`src/rtl/seq_addsub_nb_if.sv`:
```
// seq_addsub_nb_if: start/ready/done operand and result bundle for seq_addsub_nb
interface seq_addsub_nb_if #(parameter int WIDTH = 16);
  logic             start;
  logic             ready;
  logic [WIDTH-1:0] A;
  logic [WIDTH-1:0] B;
  logic             Sub;
  logic             Cin;
  logic [WIDTH-1:0] Sum;
  logic             Cout;
  logic             Ovf;
  logic             Zero;
  logic             done;
  modport master (output start, A, B, Sub, Cin, input ready, Sum, Cout, Ovf, Zero, done);
  modport slave (input start, A, B, Sub, Cin, output ready, Sum, Cout, Ovf, Zero, done);
endinterface

```
`src/rtl/seq_addsub_nb.sv`:
```
// seq_addsub_nb: multicycle add/sub processing DIGIT bits per cycle, LSB slice first
module seq_addsub_nb #(
  parameter int WIDTH = 16,
  parameter int DIGIT = 4
) (
  input logic          clk,
  input logic          rst,
  seq_addsub_nb_if.slave bus
);
  localparam int NDIG = WIDTH / DIGIT;
  localparam int CW = NDIG > 1 ? $clog2(NDIG) : 1;
  if (DIGIT < 1 || DIGIT > WIDTH || WIDTH % DIGIT != 0) begin : g_bad_cfg
    $error("seq_addsub_nb: DIGIT must divide WIDTH");
  end
  typedef enum logic [1:0] {IDLE, RUN, DONE} state_t;
  state_t           state, state_n;
  logic [WIDTH-1:0] a_r, bx_r, sum_r, sum_n;
  logic [CW-1:0]    cnt;
  logic             carry, cout_r, ovf_r, zero_r;
  logic [DIGIT-1:0] a_s, b_s, s;
  logic             c_s, last, accept;
  int               off;
  assign accept = state == IDLE && bus.start;
  assign last = int'(cnt) == NDIG - 1;
  // Slices are extracted by shifting so the index width never depends on the counter width
  always_comb begin
    off = int'(cnt) * DIGIT;
    a_s = DIGIT'(a_r >> off);
    b_s = DIGIT'(bx_r >> off);
    {c_s, s} = {1'b0, a_s} + {1'b0, b_s} + (DIGIT + 1)'(carry);
    sum_n = (sum_r & ~(WIDTH'({DIGIT{1'b1}}) << off)) | (WIDTH'(s) << off);
  end
  always_comb begin
    state_n = accept ? RUN : (state == RUN && last) ? DONE : (state == DONE) ? IDLE : state;
  end
  always_ff @(posedge clk) begin
    if (rst) begin
      state  <= IDLE;
      cnt    <= '0;
      carry  <= 1'b0;
      sum_r  <= '0;
      cout_r <= 1'b0;
      ovf_r  <= 1'b0;
      zero_r <= 1'b0;
    end else begin
      state <= state_n;
      if (accept) begin
        a_r   <= bus.A;
        bx_r  <= bus.Sub ? ~bus.B : bus.B;
        carry <= bus.Cin ^ bus.Sub;
        cnt   <= '0;
      end else if (state == RUN) begin
        sum_r <= sum_n;
        carry <= c_s;
        cnt   <= cnt + 1'b1;
        if (last) begin
          cout_r <= c_s;
          ovf_r  <= (a_r[WIDTH-1] == bx_r[WIDTH-1]) && (s[DIGIT-1] != a_r[WIDTH-1]);
          zero_r <= sum_n == '0;
        end
      end
    end
  end
  assign bus.ready = state == IDLE;
  assign bus.done  = state == DONE;
  assign bus.Sum   = sum_r;
  assign bus.Cout  = cout_r;
  assign bus.Ovf   = ovf_r;
  assign bus.Zero  = zero_r;
endmodule
```
`src/flat_wrapper.sv`:
```
// flat-port wrapper written by rule: the top's interface ports become plain ports
module seq_addsub_nb_flat 
#(
  parameter int WIDTH = 16,
  parameter int DIGIT = 4
)
  (clk, rst, bus_start, bus_A, bus_B, bus_Sub, bus_Cin, bus_ready, bus_Sum, bus_Cout, bus_Ovf, bus_Zero, bus_done);
  seq_addsub_nb_if #(.WIDTH(WIDTH)) bus_i ();
  input logic clk;
  input logic rst;
  input wire logic [$bits(bus_i.start)-1:0] bus_start;
  input wire logic [$bits(bus_i.A)-1:0] bus_A;
  input wire logic [$bits(bus_i.B)-1:0] bus_B;
  input wire logic [$bits(bus_i.Sub)-1:0] bus_Sub;
  input wire logic [$bits(bus_i.Cin)-1:0] bus_Cin;
  output wire logic [$bits(bus_i.ready)-1:0] bus_ready;
  output wire logic [$bits(bus_i.Sum)-1:0] bus_Sum;
  output wire logic [$bits(bus_i.Cout)-1:0] bus_Cout;
  output wire logic [$bits(bus_i.Ovf)-1:0] bus_Ovf;
  output wire logic [$bits(bus_i.Zero)-1:0] bus_Zero;
  output wire logic [$bits(bus_i.done)-1:0] bus_done;
  assign bus_i.start = bus_start;
  assign bus_i.A = bus_A;
  assign bus_i.B = bus_B;
  assign bus_i.Sub = bus_Sub;
  assign bus_i.Cin = bus_Cin;
  assign bus_ready = bus_i.ready;
  assign bus_Sum = bus_i.Sum;
  assign bus_Cout = bus_i.Cout;
  assign bus_Ovf = bus_i.Ovf;
  assign bus_Zero = bus_i.Zero;
  assign bus_done = bus_i.done;
  seq_addsub_nb #(.WIDTH(WIDTH), .DIGIT(DIGIT)) u_core (.clk(clk), .rst(rst), .bus(bus_i));
endmodule
```
`config.mk`:
```
export PLATFORM = sky130hd
export DESIGN_NAME = seq_addsub_nb_flat
export DESIGN_NICKNAME = d
export VERILOG_FILES = /design/src/rtl/seq_addsub_nb_if.sv /design/src/rtl/seq_addsub_nb.sv /design/src/flat_wrapper.sv
export SDC_FILE = /design/constraint.sdc
export NUM_CORES = 1
export LEC_CHECK = 0
export ABC_CLOCK_PERIOD_IN_PS = 6300
export BUFFER_PORTS_ARGS = -buffer_cell sky130_fd_sc_hd__buf_2
export CAP_MARGIN = 40
export CORE_UTILIZATION = 56
export DETAILED_ROUTE_END_ITERATION = 10
export PLACE_DENSITY_LB_ADDON = 0.25
export SETUP_SLACK_MARGIN = 0.2
export SLEW_MARGIN = 20
export SYNTH_ARGS = -nofsm -noshare
export SYNTH_HDL_FRONTEND = slang
export SYNTH_SLANG_ARGS = --single-unit
export TNS_END_PERCENT = 100
```
`constraint.sdc`:
```
create_clock -name clk -period 6.3 [get_ports clk]
set_input_delay 0.315 -clock clk [delete_from_list [all_inputs] [get_ports clk]]
set_output_delay 0.315 -clock clk [all_outputs]
set_load 0.01 [all_outputs]
```
==> impl_metrics.env <==
export IMPL_status="complete, no violations"
export IMPL_tightestPinTransition_ns=0.738
export IMPL_place_congestion=0.890
export IMPL_fin_cells=311
export IMPL_grt_busiest_layer="met2"
export IMPL_clkLatencyLatePin_ns=0.31
export IMPL_synthFlopType="edfxtp_1"
export IMPL_yosysUniqueCellTypes=45
export IMPL_pwr_share_clk_pct=26.5
export IMPL_syn_area_um2=2540
export IMPL_intPower_uw=531
export IMPL_grt_pass1_wl_um=7330
export IMPL_first_pass_iters=6
export IMPL_final_nets=304
export IMPL_cp_required_ns=6.52
export IMPL_ctsResizeCount=0
export IMPL_syn_inst=201
export IMPL_cts_tree="done"
export IMPL_design_area_um2=2960
export IMPL_r2r_start="u_core.cnt[0]"
export IMPL_tns_ns=0
export IMPL_htreeDepth=2
export IMPL_hp_class="input pin to flop"
export IMPL_dieArea_um2=4810
export IMPL_power_frac_seq_pct=57.7
export IMPL_clock_skew_final_ns=0.00747
export IMPL_die_x_um=69.3
export IMPL_wl_per_cell_um=14.8
export IMPL_cts_root_buf="clkbuf_8"
export IMPL_synth_avg_cell_area_um2=12.6
export IMPL_cts_setup_buffers=0
export IMPL_syn_num_nets=247
export IMPL_crit_path_start_kind="flop"
export IMPL_cp_arrival_ns=3.09
export IMPL_crit_fanout=10
export IMPL_hold_end="u_core.a_r[3]"
export IMPL_port_buffers=57
export IMPL_drtIter0Drc=73
export IMPL_postPlaceCellArea_um2=2860
export IMPL_nFillCells=324
export IMPL_synth_edff_count=32
export IMPL_crit_type="flop to flop"
export IMPL_path_clk_slew_ns=0.10
export IMPL_die_y_um=69.3
export IMPL_setup_viol_count_final=0
export IMPL_r2r_cells=9
export IMPL_core_area_um2=4350
export IMPL_drive_above_1_share_pct=31.7
export IMPL_grt_util_met2_pct=33.1
export IMPL_clock_path_buffers=2
export IMPL_ant_nets=0
export IMPL_routed_via_count=1723
export IMPL_first_global_vias=1617
export IMPL_antenna_found_initial=0
export IMPL_r2r_slack_ns=3.43
export IMPL_grt_met1_usage_pct=24.6
export IMPL_postSynth_asyncResetShare_pct=0
export IMPL_p_per_area_nw_per_um2=242
export IMPL_fmax_mhz=349
export IMPL_placed_cells=302
export IMPL_area_growth_pct=16.5
export IMPL_grt_max_degree=33
export IMPL_min_path_cells=1
export IMPL_cts_sinks=56
export IMPL_track_usage_pct=19.5
export IMPL_drc=0
export IMPL_fin_crit_sh_pct=45.5
export IMPL_diodes=0
export IMPL_cap_violations=0
export IMPL_drt_total_wl_um=4590
export IMPL_pwr_share_comb_pct=15.7
export IMPL_reg2reg_to="u_core.bus.Zero"
export IMPL_leakagePower_nw=1.16
export IMPL_routed_via_density=5.54
export IMPL_use_met3_pct=4.07
export IMPL_switching_share_pct=25.7
export IMPL_slew_headroom_pct=50.7
export IMPL_synth_seq_cells=56
export IMPL_grt_overflow=0
export IMPL_maxSlewViolCount=0
export IMPL_num_io_pins=58
export IMPL_numCtsBuffers=5
export IMPL_rsz0062_at_grt="no"
export IMPL_ir_drop_mv=0.141
export IMPL_endpoint_kind="flop"
export IMPL_min_period_ns=2.87
export IMPL_finalHoldViolCount=0
export IMPL_worstHoldStart="bus_A[3]"
export IMPL_power_uw=715
export IMPL_row_count=24
export IMPL_start_util_pct=58.3
export IMPL_synth_seq_area_share_pct=56.8
export IMPL_p_switching_uw=184
export IMPL_hpwl_um=3340
export IMPL_synth_warnings=0
export IMPL_postCtsHoldBufs=0
[layer usage]
layer | vias to the layer above | share of wire, %
li1 | 850 | -
met1 | 810 | 42
met2 | 56 | 52
met3 | 7 | 4.3
met4 | 0 | 1.6
met5 | - | 0
[final cells by class]
cell class / instances / area (um2) / share of cell area [%]
multi-input combinational: 126 / 1020 / 34.6
clock buffer: 6 / 72.6 / 2.45
clock inverter: 2 / 11.3 / 0.381
timing repair buffer: 59 / 308 / 10.4
sequential: 56 / 1440 / 48.7
tap: 52 / 65.1 / 2.20
inverter: 10 / 37.5 / 1.27
[power by group through the flow]
stage | registers, mW | logic [mW] | clock network (mW)
global placement | 0.423 | 0.107 | 0
global route | 0.415 | 0.125 | 0.205
finish | 0.413 | 0.113 | 0.190
detailed placement | 0.424 | 0.109 | 0
floorplan | 0.421 | 0.0755 | 0
CTS | 0.415 | 0.110 | 0.194
[stage by stage]
step           hold WS [ns]  setup slack, ns  util (%)
6_report              0.175             3.43      67.9
4_1_cts               0.171             3.16      67.6
2_1_floorplan         0.414             3.55         -
5_1_grt               0.165             3.20      67.9
3_5_place_dp          0.445             3.17      65.7
3_3_place_gp          0.441             3.27      65.7
[synth_stat cells (3+ instances only)]
cell type	instances	share of area [%]
inv_1	8	1.2
mux4_2	8	7.1
dfxtp_1	24	19
ha_1	7	3.4
nor3_1	5	0.99
xor2_1	17	5.9
nor3_2	3	1.2
nor2_1	22	3.3
a21oi_1	7	1.4
clkbuf_1	3	0.44
edfxtp_1	32	38
nand2_1	10	1.5
a32oi_1	3	1.0
buf_2	5	0.99
or3b_1	3	1.0
a22oi_1	9	2.7
[cells in the final DEF, fill, tap and decap left out, types with 5 or more instances in the layout]
cell,netlist,final
dfxtp_1,24,24
nor2_1,22,21
nand2_1,10,10
clkbuf_8,0,5
nor3_1,5,5
inv_1,8,8
a21oi_1,7,7
a22oi_1,9,9
ha_1,7,7
xor2_1,17,17
mux4_2,8,8
buf_2,5,57
edfxtp_1,32,32
[cell families (layout without fill, tap and decap cells)]
family / count (synthesis) / count (layout) / synth area share [%]
AOI/OAI and AO/OA: 34 / 34 / 9.81
xor gates and xnor gates: 18 / 18 / 6.21
adders and majority gates: 9 / 9 / 5.03
buffers and inverters: 19 / 77 / 3.06
DFF: 56 / 56 / 56.8
muxes: 8 / 8 / 7.10
and+or+nand+nor: 57 / 57 / 12.0
[worst max path at each step]
| stage | startpoint | to |
|---|---|---|
| 3_5_place_dp | u_core.cnt[0] | u_core.bus.Ovf |
| 5_1_grt | u_core.cnt[0] | u_core.bus.Zero |
| 6_report | u_core.cnt[0] | u_core.bus.Zero |
| 2_1_floorplan | u_core.cnt[0] | u_core.bus.Ovf |
| 3_3_place_gp | u_core.cnt[0] | u_core.bus.Zero |
| 4_1_cts | u_core.cnt[0] | u_core.bus.Ovf |
[critical path, stage by stage, from the launching register on]
cell and delay (ns):
dfxtp_1 0.52, buf_8 0.21, mux4_2 0.52, fa_1 0.42, inv_1 0.09, fa_1 0.18, inv_1 0.10, a222oi_1 0.36
nand4_1 0.13, o31ai_1 0.23
[state kept, by name (all words and copies together) (netlist names)]
signal / flops
u_core.a_r: 16
u_core.bus.Cout: 1
u_core.bus.Ovf: 1
u_core.bus.Sum: 16
u_core.bus.Zero: 1
u_core.bx_r: 16
u_core.carry: 1
u_core.cnt: 2
u_core.state: 2
Note: power is estimated with default switching activity, not from simulation.
